<file path="src/rtl/if_host_link.sv">
// ---------------------------------------------------------------------------
// if_host_link
// Host-side (FPGA) end of the chip's parallel port link. When the chip raises
// config_req, the host selects it, latches the 4-bit transfer code the chip
// presents, then either streams BURST_LEN words from host memory to the chip,
// or captures BURST_LEN words from the chip into a host sink. An illegal code
// skips the data phase and sets a sticky error flag.
//
// Ports
//   clk         link clock (shared with the chip port side)
//   Reset       synchronous, active-high reset
//   config_req  chip request level
//   spi_cs_n    chip select, active low
//   spi_dout    host-to-chip data word
//   spi_dval    spi_dout valid this cycle
//   spi_doe     1 = host drives the bus, 0 = chip drives the bus
//   spi_din     chip-to-host data; bits [3:0] carry the transfer code
//   tx_data     host source word
//   tx_val      host source word valid
//   tx_rdy      source word accepted when tx_val && tx_rdy
//   tx_cmd      latched transfer code (host memory select)
//   rx_data     captured chip word
//   rx_val      rx_data valid (no backpressure)
//   cmd_val     one-cycle pulse when a legal code is latched
//   busy        link is not idle
//   err_cmd     sticky illegal-code flag
// ---------------------------------------------------------------------------
module if_host_link #(
    parameter int PORT_DW   = 128,
    parameter int BURST_LEN = 64,
    parameter int GAP_CYC   = 2
) (
    input  logic               clk,
    input  logic               Reset,
    input  logic               config_req,
    output logic               spi_cs_n,
    output logic [PORT_DW-1:0] spi_dout,
    output logic               spi_dval,
    output logic               spi_doe,
    input  logic [PORT_DW-1:0] spi_din,
    input  logic [PORT_DW-1:0] tx_data,
    input  logic               tx_val,
    output logic               tx_rdy,
    output logic [3:0]         tx_cmd,
    output logic [PORT_DW-1:0] rx_data,
    output logic               rx_val,
    output logic               cmd_val,
    output logic               busy,
    output logic               err_cmd
);

    localparam int CW = $clog2(BURST_LEN + 1);
    localparam int GW = $clog2(GAP_CYC + 1);

    localparam logic [CW-1:0] WORD_ONE  = CW'(1'b1);
    localparam logic [CW-1:0] LAST_WORD = CW'(BURST_LEN - 1);
    localparam logic [GW-1:0] GAP_ONE   = GW'(1'b1);
    localparam logic [GW-1:0] LAST_GAP  = GW'(GAP_CYC - 1);

    typedef enum logic [2:0] {
        IDLE  = 3'd0,
        SEL   = 3'd1,
        CMD   = 3'd2,
        TX    = 3'd3,
        FLUSH = 3'd4,
        TURN  = 3'd5,
        RX    = 3'd6,
        GAP   = 3'd7
    } state_t;

    // Host-to-chip codes: CFG, FLGWEI, WEI, FLGACT, ACT.
    function automatic logic isTxCode(input logic [3:0] code);
        logic hit;
        case (code)
            4'd0, 4'd8, 4'd6, 4'd4, 4'd2: hit = 1'b1;
            default:                      hit = 1'b0;
        endcase
        return hit;
    endfunction

    // Chip-to-host codes: FLGOFM, OFM.
    function automatic logic isRxCode(input logic [3:0] code);
        logic hit;
        case (code)
            4'd10, 4'd11: hit = 1'b1;
            default:      hit = 1'b0;
        endcase
        return hit;
    endfunction

    state_t             state;
    state_t             stateNext;
    logic [CW-1:0]      wordCnt;
    logic [CW-1:0]      wordCntNext;
    logic [GW-1:0]      gapCnt;
    logic [GW-1:0]      gapCntNext;
    logic               csNNext;
    logic [PORT_DW-1:0] doutNext;
    logic               dvalNext;
    logic               doeNext;
    logic [3:0]         cmdNext;
    logic [PORT_DW-1:0] rxDataNext;
    logic               rxValNext;
    logic               cmdValNext;
    logic               errNext;

    // Source handshake is only open while streaming words to the chip.
    assign tx_rdy = (state == TX);

    // Next-state and next-output decode; pulses default low, data holds.
    always_comb begin
        stateNext   = state;
        wordCntNext = wordCnt;
        gapCntNext  = gapCnt;
        csNNext     = spi_cs_n;
        doutNext    = spi_dout;
        dvalNext    = 1'b0;
        doeNext     = spi_doe;
        cmdNext     = tx_cmd;
        rxDataNext  = rx_data;
        rxValNext   = 1'b0;
        cmdValNext  = 1'b0;
        errNext     = err_cmd;

        case (state)
            IDLE: begin
                if (config_req) begin
                    stateNext = SEL;
                    csNNext   = 1'b0;
                end else begin
                    stateNext = IDLE;
                end
            end
            SEL: begin
                // Chip registers its code onto spi_din during this cycle.
                stateNext = CMD;
            end
            CMD: begin
                cmdNext     = spi_din[3:0];
                wordCntNext = {CW{1'b0}};
                gapCntNext  = {GW{1'b0}};
                if (isTxCode(spi_din[3:0])) begin
                    stateNext  = TX;
                    cmdValNext = 1'b1;
                end else if (isRxCode(spi_din[3:0])) begin
                    stateNext  = TURN;
                    doeNext    = 1'b0;
                    cmdValNext = 1'b1;
                end else begin
                    stateNext = GAP;
                    errNext   = 1'b1;
                    csNNext   = 1'b1;
                end
            end
            TX: begin
                if (tx_val) begin
                    doutNext    = tx_data;
                    dvalNext    = 1'b1;
                    wordCntNext = wordCnt + WORD_ONE;
                    if (wordCnt == LAST_WORD) begin
                        stateNext = FLUSH;
                    end else begin
                        stateNext = TX;
                    end
                end else begin
                    // Source stall: chip select stays low, no word this cycle.
                    stateNext = TX;
                end
            end
            FLUSH: begin
                // Last word is on the bus now; deselect after it.
                stateNext  = GAP;
                csNNext    = 1'b1;
                gapCntNext = {GW{1'b0}};
            end
            TURN: begin
                stateNext = RX;
            end
            RX: begin
                rxDataNext  = spi_din;
                rxValNext   = 1'b1;
                wordCntNext = wordCnt + WORD_ONE;
                if (wordCnt == LAST_WORD) begin
                    stateNext  = GAP;
                    csNNext    = 1'b1;
                    doeNext    = 1'b1;
                    gapCntNext = {GW{1'b0}};
                end else begin
                    stateNext = RX;
                end
            end
            GAP: begin
                // config_req is deliberately not looked at here.
                if (gapCnt == LAST_GAP) begin
                    stateNext = IDLE;
                end else begin
                    gapCntNext = gapCnt + GAP_ONE;
                end
            end
            default: begin
                stateNext = IDLE;
                csNNext   = 1'b1;
                doeNext   = 1'b1;
            end
        endcase
    end

    // State, counters and all registered outputs; Reset overrides any burst.
    always_ff @(posedge clk) begin
        if (Reset) begin
            state    <= IDLE;
            wordCnt  <= {CW{1'b0}};
            gapCnt   <= {GW{1'b0}};
            spi_cs_n <= 1'b1;
            spi_dout <= {PORT_DW{1'b0}};
            spi_dval <= 1'b0;
            spi_doe  <= 1'b1;
            tx_cmd   <= 4'd0;
            rx_data  <= {PORT_DW{1'b0}};
            rx_val   <= 1'b0;
            cmd_val  <= 1'b0;
            busy     <= 1'b0;
            err_cmd  <= 1'b0;
        end else begin
            state    <= stateNext;
            wordCnt  <= wordCntNext;
            gapCnt   <= gapCntNext;
            spi_cs_n <= csNNext;
            spi_dout <= doutNext;
            spi_dval <= dvalNext;
            spi_doe  <= doeNext;
            tx_cmd   <= cmdNext;
            rx_data  <= rxDataNext;
            rx_val   <= rxValNext;
            cmd_val  <= cmdValNext;
            busy     <= (stateNext != IDLE);
            err_cmd  <= errNext;
        end
    end

endmodule

</file>
<file path="config.mk">
export PLATFORM = sky130hd
export DESIGN_NAME = if_host_link
export DESIGN_NICKNAME = d
export VERILOG_FILES = /design/src/rtl/if_host_link.sv
export SDC_FILE = /design/constraint.sdc
export NUM_CORES = 1
export LEC_CHECK = 0
export BUFFER_PORTS_ARGS = -buffer_cell sky130_fd_sc_hd__buf_2
export CAP_MARGIN = 25
export CORE_AREA = 2 2 205 207
export CTS_CLUSTER_DIAMETER = 200
export DETAILED_ROUTE_END_ITERATION = 16
export DIE_AREA = 0 0 207 209
export PLACE_DENSITY_LB_ADDON = 0.3
export RECOVER_POWER = 25
export SYNTH_ARGS = -nofsm -noshare
export SYNTH_HDL_FRONTEND = slang
export SYNTH_SLANG_ARGS = --single-unit
</file>
<file path="constraint.sdc">
create_clock -name clk -period 2.15 [get_ports clk]
set_clock_uncertainty 0.05 [all_clocks]
set_input_delay 0.215 -clock clk [delete_from_list [all_inputs] [get_ports clk]]
set_output_delay 0.215 -clock clk [all_outputs]
set_load 0.005 [all_outputs]
</file>
==> results.rst, run 1 <==
.. list-table::
   :header-rows: 1

   * - Metric
     - Value
   * - Number of buffers inserted during clock tree synthesis
     - 31
   * - Count of endpoints failing setup in the final report
     - 0
   * - Clk buf depth
     - 3
   * - Filler Cells Inserted
     - 4,144
   * - Portion of the post-synthesis area used by sequential elements
     - 55.3%
   * - Number of nets produced by synthesis
     - ~1,500
   * - Dpl cell area
     - 0.0132 sq mm
   * - H-tree Lvls
     - 1
   * - Worst hold margin
     - 110 ps
   * - Total number of placement rows
     - 75
   * - Synth top area cells
     - sky130_fd_sc_hd__dfxtp_1 (55%), sky130_fd_sc_hd__nand2_1 (19%), sky130_fd_sc_hd__a21oi_1 (13%), sky130_fd_sc_hd__buf_2 (2.2%), sky130_fd_sc_hd__buf_6 (1.3%)
   * - Clk pin slew, worst setup/hold paths
     - 60 ps
   * - Startpoint-to-endpoint class of the critical path
     - reg2out
   * - WP data required
     - 1880 ps
   * - Cell at the slowest stage of the critical path
     - sky130_fd_sc_hd__dfxtp_1
   * - Logic gate share of total power
     - 14.7%
   * - Share of Yosys cell area claimed by the top area cell type
     - a little under three fifths
   * - Overall power
     - between 10,000 and 15,000 uW
   * - Sequential share of power
     - 44.5%
   * - Worst flop-to-flop path startpoint
     - state[1]$_SDFF_PP0_
   * - Total Routed Length
     - 37.1 mm
   * - Port Buffer Count
     - between 500 and 600
   * - Worst Path Arrival
     - between 1500 and 2000 ps
   * - Crit-path max FO
     - 14
   * - Critical path endpoint category
     - output port
   * - RePlAce Congestion
     - about 0.86
   * - Layout Nets
     - 2,258
   * - Top post-synthesis cells by count
     - sky130_fd_sc_hd__nand2_1 (518), sky130_fd_sc_hd__dfxtp_1 (279), sky130_fd_sc_hd__a21oi_1 (266)
   * - CP max stage delay
     - 690 ps
   * - Synthesis-to-layout area growth
     - 64.9%
   * - Fraction of power spent switching nets
     - between 20% and 30%
   * - Finished layout cell area
     - 0.0167 sq mm
   * - Hold-critical path endpoint
     - wordCnt[1]$_SDFFE_PP0P_
   * - P per Cell Area
     - ~750 mW/mm^2
   * - Cell at the root of the clock tree
     - sky130_fd_sc_hd__clkbuf_16
   * - Final cycle utilization of the critical path
     - between 90 and 100%
   * - Peak ir drop on the vdd network
     - 0.550 mV
   * - Number of failing hold endpoints at the final stage
     - 0
   * - Psw
     - 3160 uW
   * - Max-slew headroom at the worst pin
     - 53.2%
   * - RSZ-0062 raised after global routing
     - false
   * - Buffer and inverter count on the worst path
     - 1
   * - Area enclosed by the die boundary
     - 0.0433 sq mm
   * - Synth Warn #
     - 0
   * - First-pass GRT wire length
     - 57.2 mm
   * - Outcome
     - finished, final reports clean
   * - Main flop type after synthesis
     - sky130_fd_sc_hd__dfxtp_1
   * - Crit Reg-Reg Endpoint
     - rx_data[54]$_SDFFE_PP0P_
   * - Gate count after technology mapping
     - ~1,300
   * - Total congestion overflow after global routing
     - 0
   * - Final period demand of the worst path
     - 2010 ps
   * - Share of post-route cells with drive strength above 1
     - approximately a quarter
   * - CTS-repair resized insts
     - 0
   * - Maximum number of pins on one net before global-route repair
     - 134
   * - Fraction of synthesis flops using an asynchronous set or reset pin
     - 0%
   * - Clock sink count
     - 279
   * - FF-to-FF path depth
     - 5
   * - Post-placement cell count
     - between 2,000 and 2,500
   * - Summed instance area of the synthesized netlist
     - 0.0101 sq mm
   * - Register-to-register setup slack
     - around 220 ps
   * - Setup total negative slack
     - 0 ps
   * - Cell taking the most area after synthesis
     - sky130_fd_sc_hd__dfxtp_1
   * - Global-route usage over all layers
     - 16.0%
   * - Gate family responsible for the most delay along the worst path
     - flip-flops
   * - Max-slew violation total from the final report
     - 0
   * - Antenna violations before repair
     - 1
   * - Final cell count without fillers
     - 2,555
   * - Class of the tightest hold or removal check
     - in2reg
   * - Post-CTS setup buffer count
     - 0
   * - Number of enable-type register cells in the synthesized netlist
     - 0
   * - Clock network fraction of total power
     - 40.8%
   * - Hold wc startpoint
     - tx_val
   * - Number of antenna-violating nets in the routed design
     - 0
   * - Detailed Route Iter0 Violations
     - 641
   * - Vertical extent of the die
     - approximately 210 microns
   * - Internal Pwr Total
     - 9270 uW
   * - Number of vias in the routed layout
     - 11,200
   * - Area inside the core boundary
     - 0.0413 sq mm
   * - Sequence of cells on the critical path
     - and3b_1, buf_2
   * - Clock tree from TritonCTS
     - done
   * - Critical Path Source Type
     - flop
   * - Maximum capacitance violations
     - 0
   * - Effective utilization at floorplan
     - 24.5%
   * - LEAKAGE
     - 0.00687 uW
   * - Synthesized flop and latch total
     - roughly 280
   * - Later-pin clock latency in the skew report
     - 560 ps
   * - Measured slew at the worst slew-check pin
     - between 700 and 800 ps
   * - Most common cell in the synthesized netlist
     - sky130_fd_sc_hd__nand2_1
   * - Routed length per instance
     - roughly 15 microns
   * - Average cell area after synthesis
     - 8.05 sq um
   * - Top achievable clock speed
     - 0.497 GHz
   * - Chip Width
     - 207 microns
   * - Number of cells traversed by the worst hold path
     - 4
   * - Post-DP HPWL
     - about 24 mm
   * - Yosys cell types
     - 53
   * - Drt via density
     - about 4.4
   * - Iteration count of the initial detailed-routing pass
     - 5
   * - Vias in the first global route
     - approximately 11,000
   * - Residual DRC
     - 0
   * - Boundary pin count
     - about 530
## final cells by class
class                      count  area, sq um  share of cell area (%)
timing repair buffer         805         5420                    32.6
clock inverter                11         87.6                   0.526
sequential                   279         5590                    33.5
antenna                        1         2.50                  0.0150
inverter                       6         22.5                   0.135
clock buffer                  41          883                    5.30
tap                          539          674                    4.05
multi-input combinational    873         3980                    23.9
## state kept, by name (all words and copies together), names as in the netlist, 2 cells and up
signal	count
tx_cmd	4
state	3
wordCnt	7
spi_dout	128
rx_data	128
gapCnt	2
## metrics by stage
step | worst slack, ps | util [%]
floorplan | 577 | -
finish | 140 | 40.3
global route | 26.1 | 40.3
detailed placement | 288 | 32.0
global placement | 324 | 32.0
CTS | 99.2 | 40.6
## worst register-to-register path, cell delays in order, from the launching register on
cell and delay (ps):
sky130_fd_sc_hd__dfxtp_1 610, sky130_fd_sc_hd__nand2_1 240, sky130_fd_sc_hd__nor2_4 430, sky130_fd_sc_hd__buf_12 260, sky130_fd_sc_hd__nand2_1 100, sky130_fd_sc_hd__a21oi_1 160
## cells in the final DEF (no fill, tap or decap), drive strengths merged, types with 2 or more instances in the layout
| cell | count |
|---|---|
| nand2b | 4 |
| or2 | 3 |
| a21o | 2 |
| nand3 | 2 |
| o2111ai | 3 |
| a221oi | 2 |
| clkinvlp | 3 |
| xor2 | 4 |
| nor3 | 2 |
| nand2 | 518 |
| ha | 2 |
| and3 | 2 |
| clkbuf | 122 |
| mux2i | 5 |
| or3 | 3 |
| o21bai | 3 |
| clkinv | 7 |
| dlygate4sd3 | 257 |
| and4b | 2 |
| inv | 6 |
| dfxtp | 279 |
| o21a | 2 |
| a211oi | 3 |
| and2 | 2 |
| nor2 | 15 |
| buf | 467 |
| o21ai | 8 |
| nor2b | 2 |
| a21oi | 266 |
## logic make-up (layout without fill, tap and decap cells)
logic type	Yosys count	after routing	synth area share, %
buffers and inverters	103	863	5.60
adder cells (fa/ha/maj)	2	2	0.248
AO/OA/AOI/OAI	302	302	16.2
XOR/XNOR	5	5	0.434
multiplexers	5	5	0.496
other	0	1	0
flip-flops	279	279	55.3
AND/OR/NAND/NOR	559	559	21.7
## repair_timing
item	CTS	global route
hold endpoints to repair	267	0
endpoints found under the setup margin	0	0
hold buffers	257	0
## power by group through the flow
stage,Sequential [uW],Combinational (uW),Clock (uW)
after floorplan,5600,813,0
after global placement,5630,1450,0
after detailed placement,5640,1460,0
after CTS,5530,1840,5250
after global routing,5560,2000,5440
final,5530,1820,5070
## worst max-delay path by stage
stage | startpoint | endpoint | slack, ps | cells after the start
2_1_floorplan | wordCnt[1]$_SDFFE_PP0P_ | busy$_SDFF_PP0_ | 580 | 6
3_3_place_gp | state[1]$_SDFF_PP0_ | rx_data[70]$_SDFFE_PP0P_ | 320 | 5
3_5_place_dp | state[1]$_SDFF_PP0_ | rx_data[74]$_SDFFE_PP0P_ | 290 | 5
4_1_cts | state[0]$_SDFF_PP0_ | tx_rdy | 100 | 2
5_1_grt | state[0]$_SDFF_PP0_ | tx_rdy | 30 | 2
6_report | state[0]$_SDFF_PP0_ | tx_rdy | 140 | 2
## routing by layer
layer  vias up  GRT usage [%]  part of all wire [%]
met4         0           6.87                   3.6
met3        91           4.15                   7.4
met2       421           28.0                    49
met5         -              0                     0
li1       5559              -                     -
met1      5118           18.3                    40
(Power assumes the default switching activity.)
==> run 2, diff against run 1 <==
==> constraint.sdc (replaced) <==
create_clock -name clk -period 2.2 [get_ports clk]
set_clock_uncertainty 0.05 [all_clocks]
set_input_delay 0.22 -clock clk [delete_from_list [all_inputs] [get_ports clk]]
set_output_delay 0.22 -clock clk [all_outputs]
set_load 0.005 [all_outputs]
==> run 2 against run 1 <==
First-iteration DRC count is 16% lower; routed wire length is 2.4% higher; cell area is 0.35% higher; sequential share of layout area is 0.12 points lower; flip-flop and latch count stayed put; final cell count is 0.20% higher; utilization is 0.14 points higher; critical path depth is 3 higher; largest cell class unchanged; highest routed layer unchanged.
==> results.rst, run 2 (same netlist as run 1, synthesis figures left out) <==
.. list-table::
   :header-rows: 1

   * - Metric
     - Value
   * - Most frequent CP cell
     - sky130_fd_sc_hd__nand2_1
   * - Crit-path max FO
     - 39
   * - Effective utilization at floorplan
     - 24.5%
   * - Overall power
     - 12,500 uW
   * - Final cell count without fillers
     - 2,560
   * - Critical Path Source Type
     - flop
   * - Boundary pin count
     - approximately 530
   * - Worst hold margin
     - 32.2 ps
   * - Most frequent cells in the layout
     - sky130_fd_sc_hd__nand2_1 (517), sky130_fd_sc_hd__buf_2 (446), sky130_fd_sc_hd__dfxtp_1 (279), sky130_fd_sc_hd__a21oi_1 (266), sky130_fd_sc_hd__dlygate4sd3_1 (255)
   * - Critical path endpoint category
     - flop
   * - Total number of placement rows
     - 75
   * - Detailed Route Iter0 Violations
     - 541
   * - RePlAce Congestion
     - between 0.8 and 0.9
   * - Chip Width
     - around 210 microns
   * - H-tree Lvls
     - 2
   * - Antenna violations before repair
     - 2
   * - Outcome
     - finished, final reports clean
   * - Number of failing hold endpoints at the final stage
     - 0
   * - Total congestion overflow after global routing
     - 0
   * - Class of the tightest hold or removal check
     - in2reg
   * - Clock sink count
     - 279
   * - Post-CTS setup buffer count
     - 0
   * - Drt via density
     - 4.40
   * - Synthesis-to-layout area growth
     - 65.5%
   * - Largest regs
     - rx_data: 128 flops, spi_dout: 128 flops, wordCnt: 7 flops
   * - Layout Nets
     - approximately 2,300
   * - Measured slew at the worst slew-check pin
     - 597 ps
   * - Cell at the slowest stage of the critical path
     - sky130_fd_sc_hd__dfxtp_1
   * - CP max stage delay
     - 620 ps
   * - Clk buf depth
     - 3
   * - Number of vias in the routed layout
     - 11,300
   * - Cell at the root of the clock tree
     - sky130_fd_sc_hd__clkbuf_16
   * - Buffer and inverter count on the worst path
     - 1
   * - Post-DP HPWL
     - 24.6 mm
   * - Iteration count of the initial detailed-routing pass
     - 5
   * - Top achievable clock speed
     - between 0.5 and 0.6 GHz
   * - Max-slew headroom at the worst pin
     - 60.2%
   * - Final period demand of the worst path
     - between 1500 and 2000 ps
   * - Routed length per instance
     - 14.8 microns
   * - Register-to-register setup slack
     - ~250 ps
   * - Vertical extent of the die
     - 209 microns
   * - RSZ-0062 raised after global routing
     - false
   * - Clk pin slew, worst setup/hold paths
     - 60 ps
   * - Number of buffers inserted during clock tree synthesis
     - 34
   * - Share of post-route cells with drive strength above 1
     - 26.3%
   * - Hold-fix buffers at CTS
     - 255
   * - Residual DRC
     - 0
   * - Most common cell after layout, fill and taps aside
     - sky130_fd_sc_hd__nand2_1
   * - Later-pin clock latency in the skew report
     - 520 ps
   * - Startpoint-to-endpoint class of the critical path
     - reg2reg
   * - Vias in the first global route
     - 11,300
   * - Peak ir drop on the vdd network
     - 0.553 mV
   * - Final cycle utilization of the critical path
     - approximately nine tenths
   * - Gate family responsible for the most delay along the worst path
     - simple AND/OR/NAND/NOR gates
   * - CTS-repair resized insts
     - 0
   * - Maximum number of pins on one net before global-route repair
     - 130
   * - Number of antenna-violating nets in the routed design
     - 0
   * - Max-slew violation total from the final report
     - 0
   * - Maximum capacitance violations
     - 0
   * - Total Routed Length
     - 38.0 mm
   * - Count of endpoints failing setup in the final report
     - 0
   * - Sequence of cells on the critical path
     - nand2_1, nor2_4, buf_12, nand2_1, a21oi_1
   * - P per Cell Area
     - 750 mW/mm^2
   * - Setup total negative slack
     - 0 ps
   * - Area inside the core boundary
     - 0.0413 sq mm
   * - Global-route usage over all layers
     - 16.5%
   * - Clock tree from TritonCTS
     - done
   * - Worst Path Arrival
     - 2340 ps
   * - First-pass GRT wire length
     - 58.6 mm
   * - LEAKAGE
     - about 0.007 uW
   * - Area enclosed by the die boundary
     - 0.0433 sq mm
   * - Post-placement cell count
     - approximately 2,200
   * - Port Buffer Count
     - 527
   * - WP data required
     - between 2000 and 3000 ps
-- run 2: metrics by stage --
stage	utilization (%)	cell area, sq um	setup slack (ps)
CTS	40.7	16800	224
floorplan	-	10100	627
global route	40.5	16700	88.3
finish	40.5	16700	253
global placement	32.0	13200	325
detailed placement	32.0	13200	258
-- run 2: tightest hold or removal path, stage by stage --
cell,delay (ps)
sky130_fd_sc_hd__buf_2,190
sky130_fd_sc_hd__nand2_1,90
sky130_fd_sc_hd__a21oi_1,50
-- run 2: cell type report --
cell class                 instances  area [sq um]
fill                            4173         24600
sequential                       279          5590
timing repair buffer             805          5410
multi-input combinational        873          3980
clock buffer                      51           986
tap                              539           674
clock inverter                     5          53.8
inverter                           6          22.5
antenna                            2          5.00
-- run 2: worst paths after layout --
check | start | depth (start not counted) | to
worst max-delay path | state[2]$_SDFF_PP0_ | 5 | rx_data[70]$_SDFFE_PP0P_
worst min-delay path | spi_din[2] | 3 | rx_data[2]$_SDFFE_PP0P_
worst max register to register | state[2]$_SDFF_PP0_ | 5 | rx_data[70]$_SDFFE_PP0P_
worst min register to register | spi_dout[15]$_SDFFE_PP0P_ | 2 | spi_dout[15]$_SDFFE_PP0P_
-- run 2: metal layers --
metal	GRT usage [%]	wire, microns	vias to the layer above
li1	-	-	5559
met1	18.6	15300	5187
met2	28.3	18300	407
met3	5.38	2800	103
met4	7.86	1560	0
met5	0	0	-
-- run 2: where the power goes --
group	switching, uW	total, uW	internal (uW)
Clock	2140	5340	3200
Combinational	887	1790	900
Sequential	147	5400	5260
==> run 3, diff against run 2 <==
--- a/config.mk
+++ b/config.mk
@@ -7,10 +7,10 @@
 export LEC_CHECK = 0
 export BUFFER_PORTS_ARGS = -buffer_cell sky130_fd_sc_hd__buf_2
 export CAP_MARGIN = 25
-export CORE_AREA = 2 2 205 207
+export CORE_AREA = 2 2 207 209
 export CTS_CLUSTER_DIAMETER = 200
 export DETAILED_ROUTE_END_ITERATION = 16
-export DIE_AREA = 0 0 207 209
+export DIE_AREA = 0 0 209 211
 export PLACE_DENSITY_LB_ADDON = 0.3
 export RECOVER_POWER = 25
 export SYNTH_ARGS = -nofsm -noshare
==> constraint.sdc (replaced) <==
create_clock -name clk -period 2.35 [get_ports clk]
set_clock_uncertainty 0.05 [all_clocks]
set_input_delay 0.235 -clock clk [delete_from_list [all_inputs] [get_ports clk]]
set_output_delay 0.235 -clock clk [all_outputs]
set_load 0.005 [all_outputs]
==> run 3 against run 2 <==
Non-clock buffer count increased by 3; via count is 0.24% lower; flip-flop and latch count is the same; total power fell by 5.9%; worst setup slack gained 78 ps; critical endpoint is now tx_rdy; critical path depth fell by 3; combinational power down 6%; utilization down 0.39 points; largest cell class unchanged.
==> results.rst, run 3 (same netlist as run 1, synthesis figures left out) <==
.. list-table::
   :header-rows: 1

   * - Metric
     - Value
   * - Count of endpoints failing setup in the final report
     - 0
   * - Startpoint-to-endpoint class of the critical path
     - reg2out
   * - Cell at the root of the clock tree
     - sky130_fd_sc_hd__clkbuf_16
   * - Number of antenna-violating nets in the routed design
     - 0
   * - RePlAce Congestion
     - ~0.8
   * - Total number of placement rows
     - 75
   * - Sequential share of power
     - between 40% and 50%
   * - Max-slew violation total from the final report
     - 0
   * - Cell at the slowest stage of the critical path
     - sky130_fd_sc_hd__dfxtp_1
   * - Clock network fraction of total power
     - 42.7%
   * - Number of cells traversed by the worst hold path
     - 3
   * - Clock sink count
     - 279
   * - Register-to-register setup slack
     - 350 ps
   * - Total Routed Length
     - 37.6 mm
   * - Clock tree from TritonCTS
     - done
   * - Diodes inserted
     - 0
   * - CP max stage delay
     - 680 ps
   * - Final cycle utilization of the critical path
     - 85.9%
   * - Effective utilization at floorplan
     - 24.2%
   * - Most common cell after layout, fill and taps aside
     - sky130_fd_sc_hd__nand2_1
   * - Worst Path Arrival
     - 1730 ps
   * - First-pass GRT wire length
     - 57.4 mm
   * - Post-DP HPWL
     - 24.7 mm
   * - FF-to-FF path depth
     - 6
   * - Peak ir drop on the vdd network
     - 0.515 mV
   * - Post-CTS setup buffer count
     - 0
   * - Number of vias in the routed layout
     - between 10,000 and 15,000
   * - RSZ-0062 raised after global routing
     - false
   * - Clk buf depth
     - 3
   * - Psw
     - 2950 uW
   * - Total congestion overflow after global routing
     - 0
   * - Final period demand of the worst path
     - 2020 ps
   * - Overall power
     - 11,800 uW
   * - Buffer and inverter count on the worst path
     - 1
   * - Post-placement cell count
     - 2,250
   * - Measured slew at the worst slew-check pin
     - 586 ps
   * - Share of post-route cells with drive strength above 1
     - 26.1%
   * - Worst path depth
     - 2
   * - Area enclosed by the die boundary
     - 0.0441 sq mm
   * - Outcome
     - finished, final reports clean
   * - Register cell area after layout
     - 0.00559 sq mm
   * - Iteration count of the initial detailed-routing pass
     - 6
   * - Layout Nets
     - approximately 2,300
   * - Setup total negative slack
     - 0 ps
   * - Top achievable clock speed
     - approximately 0.50 GHz
   * - Clk pin slew, worst setup/hold paths
     - 60 ps
   * - Filler Cells Inserted
     - 4,167
   * - Later-pin clock latency in the skew report
     - 530 ps
   * - Largest regs
     - rx_data: 128 flops, spi_dout: 128 flops, wordCnt: 7 flops
   * - Global-route usage over all layers
     - between 10% and 20%
   * - Gate family responsible for the most delay along the worst path
     - flip-flops
   * - Number of failing hold endpoints at the final stage
     - 0
   * - Number of buffers inserted during clock tree synthesis
     - 34
   * - Maximum number of pins on one net before global-route repair
     - 130
   * - Critical Path Source Type
     - flop
   * - Chip Width
     - 209 microns
   * - Sequence of cells on the critical path
     - and3b_1, buf_2
   * - Area inside the core boundary
     - ~0.042 sq mm
   * - Max-slew headroom at the worst pin
     - around three fifths
   * - LEAKAGE
     - slightly below 0.007 uW
   * - Crit Reg-Reg Endpoint
     - rx_data[29]$_SDFFE_PP0P_
   * - Antenna violations before repair
     - 1
   * - Worst flop-to-flop path startpoint
     - state[1]$_SDFF_PP0_
   * - P per Cell Area
     - 704 mW/mm^2
   * - Residual DRC
     - 0
   * - H-tree Lvls
     - 2
   * - Hold wc startpoint
     - spi_din[2]
   * - Class of the tightest hold or removal check
     - in2reg
   * - Most frequent cells in the layout
     - sky130_fd_sc_hd__nand2_1 (517), sky130_fd_sc_hd__buf_2 (438), sky130_fd_sc_hd__dfxtp_1 (279), sky130_fd_sc_hd__a21oi_1 (266), sky130_fd_sc_hd__dlygate4sd3_1 (255)
   * - Internal Pwr Total
     - about 8800 uW
   * - Synthesis-to-layout area growth
     - 65.8%
   * - Vertical extent of the die
     - 211 microns
   * - Boundary pin count
     - 528
   * - Fraction of power spent switching nets
     - between 20% and 30%
   * - Crit-path max FO
     - 17
   * - WP data required
     - 2070 ps
   * - Final cell count without fillers
     - 2,561
   * - Area taken by multi-input logic gates
     - 0.00398 sq mm
   * - Maximum capacitance violations
     - 0
   * - Port Buffer Count
     - about 530
   * - Critical path endpoint category
     - output port
   * - Drt via density
     - 4.38
   * - Routed length per instance
     - about 15 microns
   * - Logic gate share of total power
     - between 10 and 15%
   * - Vias in the first global route
     - 11,000
   * - Detailed Route Iter0 Violations
     - 711
   * - Hold-critical path endpoint
     - rx_data[2]$_SDFFE_PP0P_
==> run 3: cell count changes in the layout (fill, tap and decap cells not counted), sizes merged <==
cell | before | now
buf | 469 | 464
bufinv | 1 | 2
clkbuf | 132 | 138
clkinv | 3 | 4
diode | 2 | 0
==> run 3: metal layers <==
layer / part of all wire (%) / vias to the layer above / routed length, microns / GRT usage, %
li1: - / 5560 / - / -
met2: 49 / 387 / 18400 / 28.5
met3: 6.8 / 76 / 2570 / 4.48
met5: 0 / - / 0 / 0
met1: 41 / 5206 / 15500 / 18.4
met4: 2.8 / 0 / 1060 / 5.76
==> run 3: worst register-to-register path, cell delays in order (launching register included) <==
cell	delay, ps
sky130_fd_sc_hd__dfxtp_1	680
sky130_fd_sc_hd__nand2_1	300
sky130_fd_sc_hd__nor2_4	170
sky130_fd_sc_hd__buf_12	230
sky130_fd_sc_hd__buf_12	240
sky130_fd_sc_hd__nand2_1	80
sky130_fd_sc_hd__a21oi_1	160
==> run 3: layout make-up <==
| cell class | count | share of cell area [%] |
|---|---|---|
| clock buffers | 49 | 5.79 |
| clock inverters | 7 | 0.531 |
| inverters | 6 | 0.135 |
| multi-input cells | 873 | 23.8 |
| flip-flops and latches | 279 | 33.4 |
| well taps | 539 | 4.03 |
| repair buffers | 808 | 32.4 |
==> run 3: worst max path at each step <==
stage,from,end,slack (ps)
6_report,state[1]$_SDFF_PP0_,tx_rdy,330
5_1_grt,state[1]$_SDFF_PP0_,rx_data[116]$_SDFFE_PP0P_,160
4_1_cts,state[1]$_SDFF_PP0_,tx_rdy,310
3_5_place_dp,state[1]$_SDFF_PP0_,rx_data[109]$_SDFFE_PP0P_,440
3_3_place_gp,state[1]$_SDFF_PP0_,spi_dout[71]$_SDFFE_PP0P_,520
2_1_floorplan,wordCnt[1]$_SDFFE_PP0P_,busy$_SDFF_PP0_,780
==> run 3: metrics by stage <==
| step | hold WS (ps) | setup WS, ps | utilization, % | instance area (sq um) |
|---|---|---|---|---|
| global placement | 385 | 521 | 31.7 | 13200 |
| floorplan | 289 | 777 | - | 10100 |
| global route | 33.3 | 159 | 40.1 | 16700 |
| detailed placement | 393 | 435 | 31.7 | 13200 |
| finish | 33.0 | 331 | 40.1 | 16700 |
| CTS | 0.767 | 307 | 40.4 | 16800 |
==> run 3: repair_timing <==
| action | CTS | global route |
|---|---|---|
| gates resized for setup | 0 | 0 |
| endpoints found under the hold margin | 256 | 0 |
| hold buffers | 255 | 0 |
==> run 3: power by group through the flow <==
stage | sequential (uW) | clock (uW) | combinational [uW]
2_1_floorplan | 5130 | 0 | 744
3_3_place_gp | 5150 | 0 | 1340
3_5_place_dp | 5170 | 0 | 1350
4_1_cts | 5060 | 5240 | 1690
5_1_grt | 5100 | 5400 | 1850
6_report | 5070 | 5040 | 1680
